===== config.mk =====
export PLATFORM = sky130hd
export DESIGN_NAME = vertical_node_mc
export DESIGN_NICKNAME = d
export VERILOG_FILES = /design/src/rtl/vertical_node_pkg.sv /design/src/rtl/vertical_node_mc_lane_add.sv /design/src/rtl/vertical_node_mc.sv
export SDC_FILE = /design/constraint.sdc
export NUM_CORES = 1
export LEC_CHECK = 0
export ABC_AREA = 1
export BUFFER_PORTS_ARGS = -buffer_cell sky130_fd_sc_hd__buf_2
export CELL_PAD_IN_SITES_DETAIL_PLACEMENT = 0
export CELL_PAD_IN_SITES_GLOBAL_PLACEMENT = 2
export CORE_MARGIN = 2
export CORE_UTILIZATION = 26
export CTS_CLUSTER_SIZE = 16
export DETAILED_ROUTE_END_ITERATION = 16
export HOLD_SLACK_MARGIN = 0.12
export PLACE_DENSITY_LB_ADDON = 0.1
export SETUP_SLACK_MARGIN = 0.15
export SYNTH_ARGS = -nofsm -noshare
export SYNTH_HDL_FRONTEND = slang
export SYNTH_HIERARCHICAL = 1
export SYNTH_SLANG_ARGS = --single-unit

===== constraint.sdc =====
create_clock -name clk_i -period 3.11 [get_ports clk_i]
set_input_delay 0 -clock clk_i [delete_from_list [all_inputs] [get_ports clk_i]]
set_output_delay 0 -clock clk_i [all_outputs]
set_load 0.1 [all_outputs]

===== src/rtl/vertical_node_pkg.sv =====
// Shared definitions for the multi-channel vertical adder node.
package vertical_node_pkg;

  typedef enum logic [1:0] {
    MODE_PASS    = 2'b00,
    MODE_ADD     = 2'b01,
    MODE_ACC     = 2'b10,
    MODE_ADD_ALT = 2'b11
  } mode_e;

  // Widest lane the helper functions support.
  localparam int unsigned MaxW = 64;

  // Largest positive two's complement value of width w, in the low w bits.
  function automatic logic [MaxW-1:0] smax(int unsigned w);
    return (MaxW'(1) << (w - 1)) - MaxW'(1);
  endfunction

  // Most negative two's complement value of width w, in the low w bits.
  function automatic logic [MaxW-1:0] smin(int unsigned w);
    return MaxW'(1) << (w - 1);
  endfunction

  // Signed overflow: operands agree in sign and the sum disagrees.
  function automatic logic signed_ovf(logic sign_a, logic sign_b, logic sign_s);
    return (sign_a == sign_b) && (sign_s != sign_a);
  endfunction

endpackage


===== src/rtl/vertical_node_mc_lane_add.sv =====
// One combinational lane adder: res = a + (en ? b : 0), wrapping or saturating.
module vertical_lane_add
  import vertical_node_pkg::*;
#(
  parameter int unsigned W   = 16,
  parameter bit          SAT = 1'b1
) (
  input  logic [W-1:0] a_i,
  input  logic [W-1:0] b_i,
  input  logic         en_i,
  output logic [W-1:0] res_o,
  output logic         ovf_o
);

  localparam logic [W-1:0] MaxV = W'(smax(W));
  localparam logic [W-1:0] MinV = W'(smin(W));

  logic [W-1:0] b_eff;
  logic [W-1:0] sum;

  // Masked add, overflow detect, optional clamp toward the sign of the operands.
  always_comb begin
    b_eff = en_i ? b_i : '0;
    sum   = a_i + b_eff;
    ovf_o = signed_ovf(a_i[W-1], b_eff[W-1], sum[W-1]);
    res_o = sum;
    if (SAT && ovf_o) begin
      res_o = a_i[W-1] ? MinV : MaxV;
    end
  end

endmodule


===== src/rtl/vertical_node_mc.sv =====
// Multi-channel vertical adder node: per-lane top + masked mux product, with
// PASS / ADD / ACC modes, registered lane enables and sticky overflow flags.
module vertical_node_mc
  import vertical_node_pkg::*;
#(
  parameter int unsigned F_WIDTH = 8,
  parameter int unsigned I_WIDTH = 8,
  parameter int unsigned NUM_CH  = 4,
  parameter int unsigned ACC_LEN = 4,
  parameter bit          SAT     = 1'b1
) (
  input  logic                                clk_i,
  input  logic                                rst_i,
  input  logic [NUM_CH*(I_WIDTH+F_WIDTH)-1:0] top_data_i,
  input  logic [NUM_CH*(I_WIDTH+F_WIDTH)-1:0] mux_data_i,
  input  logic                                in_valid_i,
  input  logic [1:0]                          mode_i,
  input  logic [NUM_CH-1:0]                   en_lane_i,
  input  logic                                en_ld_i,
  input  logic                                acc_clr_i,
  input  logic                                ovf_clr_i,
  output logic [NUM_CH-1:0]                   en_lane_o,
  output logic [NUM_CH*(I_WIDTH+F_WIDTH)-1:0] out_data_o,
  output logic                                out_valid_o,
  output logic [NUM_CH-1:0]                   ovf_o,
  output logic                                acc_busy_o
);

  localparam int unsigned W    = I_WIDTH + F_WIDTH;
  localparam int unsigned CntW = $clog2(ACC_LEN);
  localparam logic [CntW-1:0] LastBeat = CntW'(ACC_LEN - 1);

  logic [NUM_CH-1:0]   en_q, en_d;
  logic [CntW-1:0]     cnt_q, cnt_d;
  mode_e               mode_q, mode_d;
  logic [NUM_CH*W-1:0] acc_q, acc_d;
  logic [NUM_CH*W-1:0] out_q, out_d;
  logic                vld_q, vld_d;
  logic [NUM_CH-1:0]   ovf_q, ovf_d;

  logic [NUM_CH*W-1:0] lane_a;
  logic [NUM_CH*W-1:0] lane_res;
  logic [NUM_CH-1:0]   lane_ovf;
  logic [NUM_CH-1:0]   new_ovf;
  logic                first_beat;
  mode_e               mode_eff;
  logic                is_pass;
  logic                is_acc;

  // Mode is taken live on the first beat and from the latch for the rest of a reduction.
  always_comb begin
    first_beat = (cnt_q == '0);
    mode_eff   = first_beat ? mode_e'(mode_i) : mode_q;
    is_pass    = (mode_eff == MODE_PASS);
    is_acc     = (mode_eff == MODE_ACC);
    lane_a     = first_beat ? top_data_i : acc_q;
  end

  for (genvar k = 0; k < NUM_CH; k++) begin : g_lane
    vertical_lane_add #(
      .W   (W),
      .SAT (SAT)
    ) u_lane (
      .a_i   (lane_a[k*W +: W]),
      .b_i   (mux_data_i[k*W +: W]),
      .en_i  (en_q[k]),
      .res_o (lane_res[k*W +: W]),
      .ovf_o (lane_ovf[k])
    );
  end

  // Next-state: enables, mode latch, beat counter, accumulators, output and flags.
  always_comb begin
    en_d    = en_ld_i ? en_lane_i : en_q;
    cnt_d   = cnt_q;
    mode_d  = first_beat ? mode_eff : mode_q;
    acc_d   = acc_q;
    out_d   = out_q;
    vld_d   = 1'b0;
    new_ovf = '0;
    if (acc_clr_i) begin
      cnt_d = '0;
      acc_d = '0;
    end
    // A clear coinciding with an ACC beat drops that beat.
    if (in_valid_i && !(acc_clr_i && is_acc)) begin
      if (is_pass) begin
        out_d = top_data_i;
        vld_d = 1'b1;
      end else if (!is_acc) begin
        out_d   = lane_res;
        vld_d   = 1'b1;
        new_ovf = lane_ovf;
      end else begin
        new_ovf = lane_ovf;
        if (cnt_q == LastBeat) begin
          out_d = lane_res;
          vld_d = 1'b1;
          cnt_d = '0;
          acc_d = '0;
        end else begin
          acc_d = lane_res;
          cnt_d = cnt_q + CntW'(1);
        end
      end
    end
    // A new overflow wins over a same-cycle clear.
    ovf_d = (ovf_clr_i ? '0 : ovf_q) | new_ovf;
  end

  // State registers with synchronous reset.
  always_ff @(posedge clk_i) begin
    if (rst_i) begin
      en_q   <= '0;
      cnt_q  <= '0;
      mode_q <= MODE_PASS;
      acc_q  <= '0;
      out_q  <= '0;
      vld_q  <= 1'b0;
      ovf_q  <= '0;
    end else begin
      en_q   <= en_d;
      cnt_q  <= cnt_d;
      mode_q <= mode_d;
      acc_q  <= acc_d;
      out_q  <= out_d;
      vld_q  <= vld_d;
      ovf_q  <= ovf_d;
    end
  end

  assign en_lane_o   = en_q;
  assign out_data_o  = out_q;
  assign out_valid_o = vld_q;
  assign ovf_o       = ovf_q;
  assign acc_busy_o  = (cnt_q != '0);

endmodule


* Word-level counts from Yosys, hierarchy flattened
Cells that the tools add are included.
** Storage, ports and cells
- Output and inout bits :: 74
- Logic and storage cells :: 70
- Bits of input ports :: 140
- Register bits after elaboration :: 141
** Operators by class
- Eq/ne operators :: 11
- Multiplexer cells :: 33
- Reduce and logical (&&, ||, !) cells :: 12
- Add/sub/neg operators :: 5
- Bitwise logic cells :: 2
** Operators with widths (number)
- 64-bit two-way mux :: 9
- 16-bit two-way mux :: 12
- 16-bit adder :: 4
- 2-bit two-way mux :: 6
- 4-bit two-way mux :: 3
- 1-bit logical AND :: 6
- 1-bit equality test :: 4
- 2-bit equality test (second input constant) :: 2
- 2-bit zero test :: 2
- 1-bit inequality test :: 4
- 4-bit bitwise OR :: 1
- 1-bit two-way mux :: 3
- 3-bit by 2-bit inequality test with 1-bit output (second input constant) :: 1
- 2-bit by 1-bit adder with 2-bit output (second input constant) :: 1
- 2-bit AND reduction :: 1
- 2-bit nonzero test :: 1
- 2-bit OR reduction :: 1
- 1-bit zero test :: 1
- 1-bit NOT :: 1

* Longest topological paths before layout
- Depth in word-level cells :: 10
- Mapped depth :: 23
- Gate-level depth less buffers :: 21

* Modules after synthesis
The synthesis kept the hierarchy.
** Modules (own cells, without submodules)
- vertical_node_mc :: seq. area each 2822.7 µm², cells each 1422, instances 1, area an instance 7977.7 µm²
- vertical_lane_add (g_lane[2].u_lane ...) :: seq. area each 0.0 µm², cells each 237, instances 2, area an instance 1257.5 µm²
- vertical_lane_add (g_lane[0].u_lane ...) :: seq. area each 0.0 µm², cells each 230, instances 2, area an instance 1188.6 µm²

* Worst setup path after synthesis
Ideal clock, no wire load.
- Kind :: reg-to-reg
- Start :: reg cnt_q[0]
- End :: reg acc_q[54]
- Clock period less this slack :: 3.700 ns
- Cell stages (with the launch flop) :: 23
- Arrival :: 3.568 ns
- Buffers on the path :: 3
- Data required time :: 2.978 ns
- Setup time :: 0.132 ns
- Setup slack :: -0.590 ns
- Path through :: dfxtp_1 -> inv_1 -> ha_1 -> inv_2 -> clkbuf_1 -> clkbuf_1 -> nand2_1 -> nand2_1 -> ha_1 -> nand2_2 -> inv_1 -> nand2_1 -> nand2_1 -> a21oi_4 -> nand2_4 -> nand2_4 -> buf_8 -> o21ai_2 -> nand2_1 -> nand3b_1 -> nand2_1 -> nand2_1 -> a21oi_1
** On the way
- Cells in the longest elaborated chain, start to end :: 10
- Elaborated cells on any way between the ends :: 19
- Classes of those cells :: 1 x add/sub; 4 x eq/ne; 8 x mux; 6 x reduce/logical
** RTL lines
- from (decl) :: RTL line vertical_node_mc.sv:34 : logic [CntW-1:0] cnt_q, cnt_d;
- from (signal assigned) :: RTL line vertical_node_mc.sv:123 : cnt_q <= cnt_d;
- 2-bit zero test :: RTL line vertical_node_mc.sv:52 : first_beat = (cnt_q == '0);
- 64-bit two-way mux :: RTL line vertical_node_mc.sv:56 : lane_a = first_beat ? top_data_i : acc_q;
- net lane_a[57] :: RTL line vertical_node_mc.sv:41 : logic [NUM_CH*W-1:0] lane_a;
- 16-bit adder :: RTL line vertical_node_mc_lane_add.sv:24 : sum = a_i + b_eff;
- 1-bit inequality test :: RTL line vertical_node_pkg.sv:26 : return (sign_a == sign_b) && (sign_s != sign_a);
- 1-bit logical AND :: RTL line vertical_node_pkg.sv:26
- 16-bit two-way mux :: RTL line vertical_node_mc_lane_add.sv:27 : if (SAT && ovf_o) begin
- net lane_res[54] :: RTL line vertical_node_mc.sv:42 : logic [NUM_CH*W-1:0] lane_res;
- 64-bit two-way mux :: RTL line vertical_node_mc.sv:96 : if (cnt_q == LastBeat) begin
- 64-bit two-way mux :: RTL line vertical_node_mc.sv:90 : end else if (!is_acc) begin
- 64-bit two-way mux :: RTL line vertical_node_mc.sv:87 : if (is_pass) begin
- 64-bit two-way mux :: RTL line vertical_node_mc.sv:86 : if (in_valid_i && !(acc_clr_i && is_acc)) begin
- to (signal assigned) :: RTL line vertical_node_mc.sv:117 : acc_q <= '0;
- to (signal assigned) :: RTL line vertical_node_mc.sv:125 : acc_q <= acc_d;
- to (decl) :: RTL line vertical_node_mc.sv:36 : logic [NUM_CH*W-1:0] acc_q, acc_d;
The timed path passes the listed nets, and every way through them passes these cells.
A chain may end at the register's enable or synchronous reset.

* Final worst setup path
- Start :: reg cnt_q[0]
- End :: reg out_q[52] (netlist: out_data_o[52])
** On the way
- Cells in the longest elaborated chain, start to end :: 9
- Elaborated cells on any way between the ends :: 20
- Classes of those cells :: 1 x add/sub; 5 x eq/ne; 7 x mux; 7 x reduce/logical
** RTL lines
- 2-bit zero test * :: RTL line vertical_node_mc.sv:52
- 64-bit two-way mux * :: RTL line vertical_node_mc.sv:56
- net lane_a[49] :: RTL line vertical_node_mc.sv:41
- 16-bit adder * :: RTL line vertical_node_mc_lane_add.sv:24
- 1-bit inequality test :: RTL line vertical_node_pkg.sv:26
- 1-bit logical AND :: RTL line vertical_node_pkg.sv:26
- 16-bit two-way mux * :: RTL line vertical_node_mc_lane_add.sv:27
- net lane_res[52] :: RTL line vertical_node_mc.sv:42
- 64-bit two-way mux :: RTL line vertical_node_mc.sv:96
- 64-bit two-way mux * :: RTL line vertical_node_mc.sv:90
- 64-bit two-way mux * :: RTL line vertical_node_mc.sv:87
- to (signal assigned) :: RTL line vertical_node_mc.sv:126 : out_q <= out_d;
- to (decl) :: RTL line vertical_node_mc.sv:37 : logic [NUM_CH*W-1:0] out_q, out_d;
Mark *: on every way through the listed nets, which the timed path passes. The rest lies on a longest branch. The select of a mux whose other input is x is not followed.

==> qor.csv <==
metric;value;unit
status;complete, no violations;
avgRoutedWirePerCell;15.94;um
die_h;226.5;um
cts-root-buf;clkbuf_16;
min_period;2.950;ns
crit_buf_inv;4;
drt_wl_total;53.52;mm
die_area;51300;um2
syn_inst;2356;
slowest_stage;dfxtp_2;
dp_hpwl;36.76;mm
grt_pass1_wl;80.84;mm
synth_nets;2562;
ys_types;32;
post-route-period-util;94.86;%
gr-total-overflow;0;
endpoint;out_data_o[52];
dr.pass1.iters;5;
tns;0;ns
grt_max_degree;69;
io_pins;214;
drive_gt1_share;23.59;%
rsz0062_at_grt;true;
finClkSkew;0.009104;ns
hold_viol_final;0;
dr_total_vias;14830;
fin_cells;3357;
synthToLayoutAreaGrowth;39.27;%
antenna_left;0;
crit_start;cnt_q[0];
hold_path.class;in -> reg;
ys.warnings.count;6;
max_stage_delay;0.33;ns
crit_path_start_kind;register;
place_congestion;0.8308;
via_per_inst;4.416;
drt_iter0_markers;765;
port_buffers;213;
critPathTopFamily;simple AND/OR/NAND/NOR gates;
avgSynthCellArea;5.463;um2
p_leak;9.887;nW
synth.cell_area;12870;um2
rr_startpoint;cnt_q[0];
timing.critical_path.mode_cell;nand2_1;
power_density;428.3;nW/um2
ctsHtreeMaxLevel;4;
clock_sinks;141;
final_util;36.62;%
cts_buffers;17;
cts.reportedPaths.clkPinSlew;0.07;ns
dpl.cell_count;3170;
drc;0;
synth-seq-cells;141;
crit_required;3.48;ns
path_cells;inv_2 -> ha_4 -> buf_12 -> clkbuf_16 -> nand2_1 -> nand2_1 -> ha_1 -> nand3_1 -> nand3_2 -> nand2_1 -> nand2_2 -> nand2_4 -> nand2_8 -> nor2_4 -> buf_4 -> o21ai_1 -> nand2_1 -> nand2_1 -> nor2_1 -> nor2_1;
grt_pass1_vias;14550;
r2r_slack;0.16;ns
grt_util_all_layers;20.63;%
initial_core_util;26.29;%
cp.arrival;3.32;ns
fmax;339.0;MHz
vdd_drop_max;0.0002999;V
yosysSeqAreaShare;21.93;%
layout_common_cells;nand2_1 (970), inv_1 (310), nor2_1 (263);
clk_latency;0.48;ns
clock_path_buffers;2;
crit_fanout;7;
final_common_cell;nand2_1;
drv_cap;0;
setup_viol;0;
reg2reg_to;out_data_o[52];
maxSlewHeadroom;40.29;%
cp.depth;20;
power.total;7.677;mW
crit_path_end_kind;register;
rows;81;
r2r_cells;20;
path_class;reg -> reg;
die_w;226.5;um
fin_nets;2885;
worst_pin_slew;0.8943;ns
final_max_slew_viol_count;0;
coreArea;48950;um2
cts_tree;yes;
n_fill_cell;5548;
antenna_found_initial;1;
per-layer routing:
| metal | GRT usage [%] | vias to the layer above | share of wire (%) |
|---|---|---|---|
| li1 | - | 7745 | - |
| met1 | 27.15 | 6805 | 49 |
| met2 | 35.15 | 231 | 47 |
| met3 | 3.382 | 45 | 3.5 |
| met4 | 4.733 | 0 | 1.2 |
| met5 | 0 | - | 0 |
metrics by stage:
step                setup WS [ns]  instance area (um2)  hold slack [ns]
CTS                        0.1118                16770           0.1289
global route             -0.04630                17920           0.1711
finish                     0.1599                17920           0.1684
global placement          -0.1081                14730           0.2331
floorplan                  0.1526                12880           0.1348
detailed placement       -0.09893                14730           0.2338
worst reg2reg max path, stage by stage (launching register included):
cell and delay, ns:
dfxtp_2 0.33, inv_2 0.05, ha_4 0.22, buf_12 0.16, clkbuf_16 0.16, nand2_1 0.09, nand2_1 0.12, ha_1 0.33
nand3_1 0.10, nand3_2 0.12, nand2_1 0.10, nand2_2 0.07, nand2_4 0.10, nand2_8 0.09, nor2_4 0.25, buf_4 0.17
o21ai_1 0.07, nand2_1 0.10, nand2_1 0.07, nor2_1 0.09, nor2_1 0.05
kinds of logic (layout without fill, tap and decap cells):
logic type,Yosys count,in the layout,share of synthesized area [%]
other,0,1,0
AOI/OAI and AO/OA,182,182,7.486
xor gates and xnor gates,28,28,1.905
adders and majority gates,66,66,6.650
and+or+nand+nor,1514,1516,48.78
DFF,141,141,21.93
buffers and inverters,425,759,13.24
cell usage after synthesis:
cell type	number	area share, %
nand2_1	1037	30
inv_1	315	9.2
nor2_1	276	8.0
dfxtp_1	141	22
a21oi_1	109	4.2
nand3_1	66	2.6
o21ai_0	63	2.4
ha_1	62	6.0
clkbuf_1	51	1.5
nand2_2	43	2.1
buf_2	42	1.6
nand3b_1	41	2.4
xnor2_1	24	1.6
nor2_4	10	0.87
nand2_4	9	0.79
nand4_1	9	0.44
and2_1	8	0.39
nand3_2	7	0.54
inv_2	6	0.17
o21ai_2	6	0.41
buf_4	5	0.29
fa_1	4	0.62
xor2_1	4	0.27
a21oi_2	2	0.14
a21oi_4	2	0.25
and2_4	2	0.14
buf_1	2	0.058
buf_6	2	0.17
buf_8	2	0.23
nor2_2	2	0.097
nor3_1	2	0.078
or2_2	2	0.097
sequential cells by signal, summed over array words and instances (netlist names):
name         flops
acc_q           64
cnt_q            2
en_lane_o        4
mode_q           2
out_data_o      64
out_valid_o      1
ovf_o            4
what timing repair did:
item	in CTS	in global routing
pin swaps	29	74
resized for setup	76	190
setup endpoints to repair	63	121
setup buffers	26	39
gates cloned	4	7
hold buffers	78	0
endpoints found under the hold margin	73	0
final cells by class:
class | count | area [um2] | share of cell area, %
inverter | 321 | 1209 | 6.743
antenna | 1 | 2.502 | 0.01396
multi-input combinational | 1792 | 9365 | 52.25
clock inverter | 10 | 137.6 | 0.7679
sequential | 141 | 2830 | 15.79
timing repair buffer | 406 | 3074 | 17.15
tap | 664 | 830.8 | 4.635
clock buffer | 22 | 474.2 | 2.646
worst min path at each step:
| stage | startpoint | cells past startpoint | to |
|---|---|---|---|
| 2_1_floorplan | en_lane_i[0] | 2 | en_lane_o[0] |
| 3_3_place_gp | en_lane_i[2] | 3 | en_lane_o[2] |
| 3_5_place_dp | en_lane_i[3] | 3 | en_lane_o[3] |
| 4_1_cts | rst_i | 3 | ovf_o[0] |
| 5_1_grt | rst_i | 3 | mode_q[1] |
| 6_report | rst_i | 3 | ovf_o[0] |
report_power, final:
part | switching (mW) | internal [mW] | leakage, nW | total, mW
Sequential | 0.0815 | 1.94 | 1.16 | 2.02
Combinational | 2.28 | 1.10 | 8.43 | 3.38
Clock | 0.955 | 1.32 | 0.296 | 2.28
No activity file was read; power rests on OpenSTA's default activity.
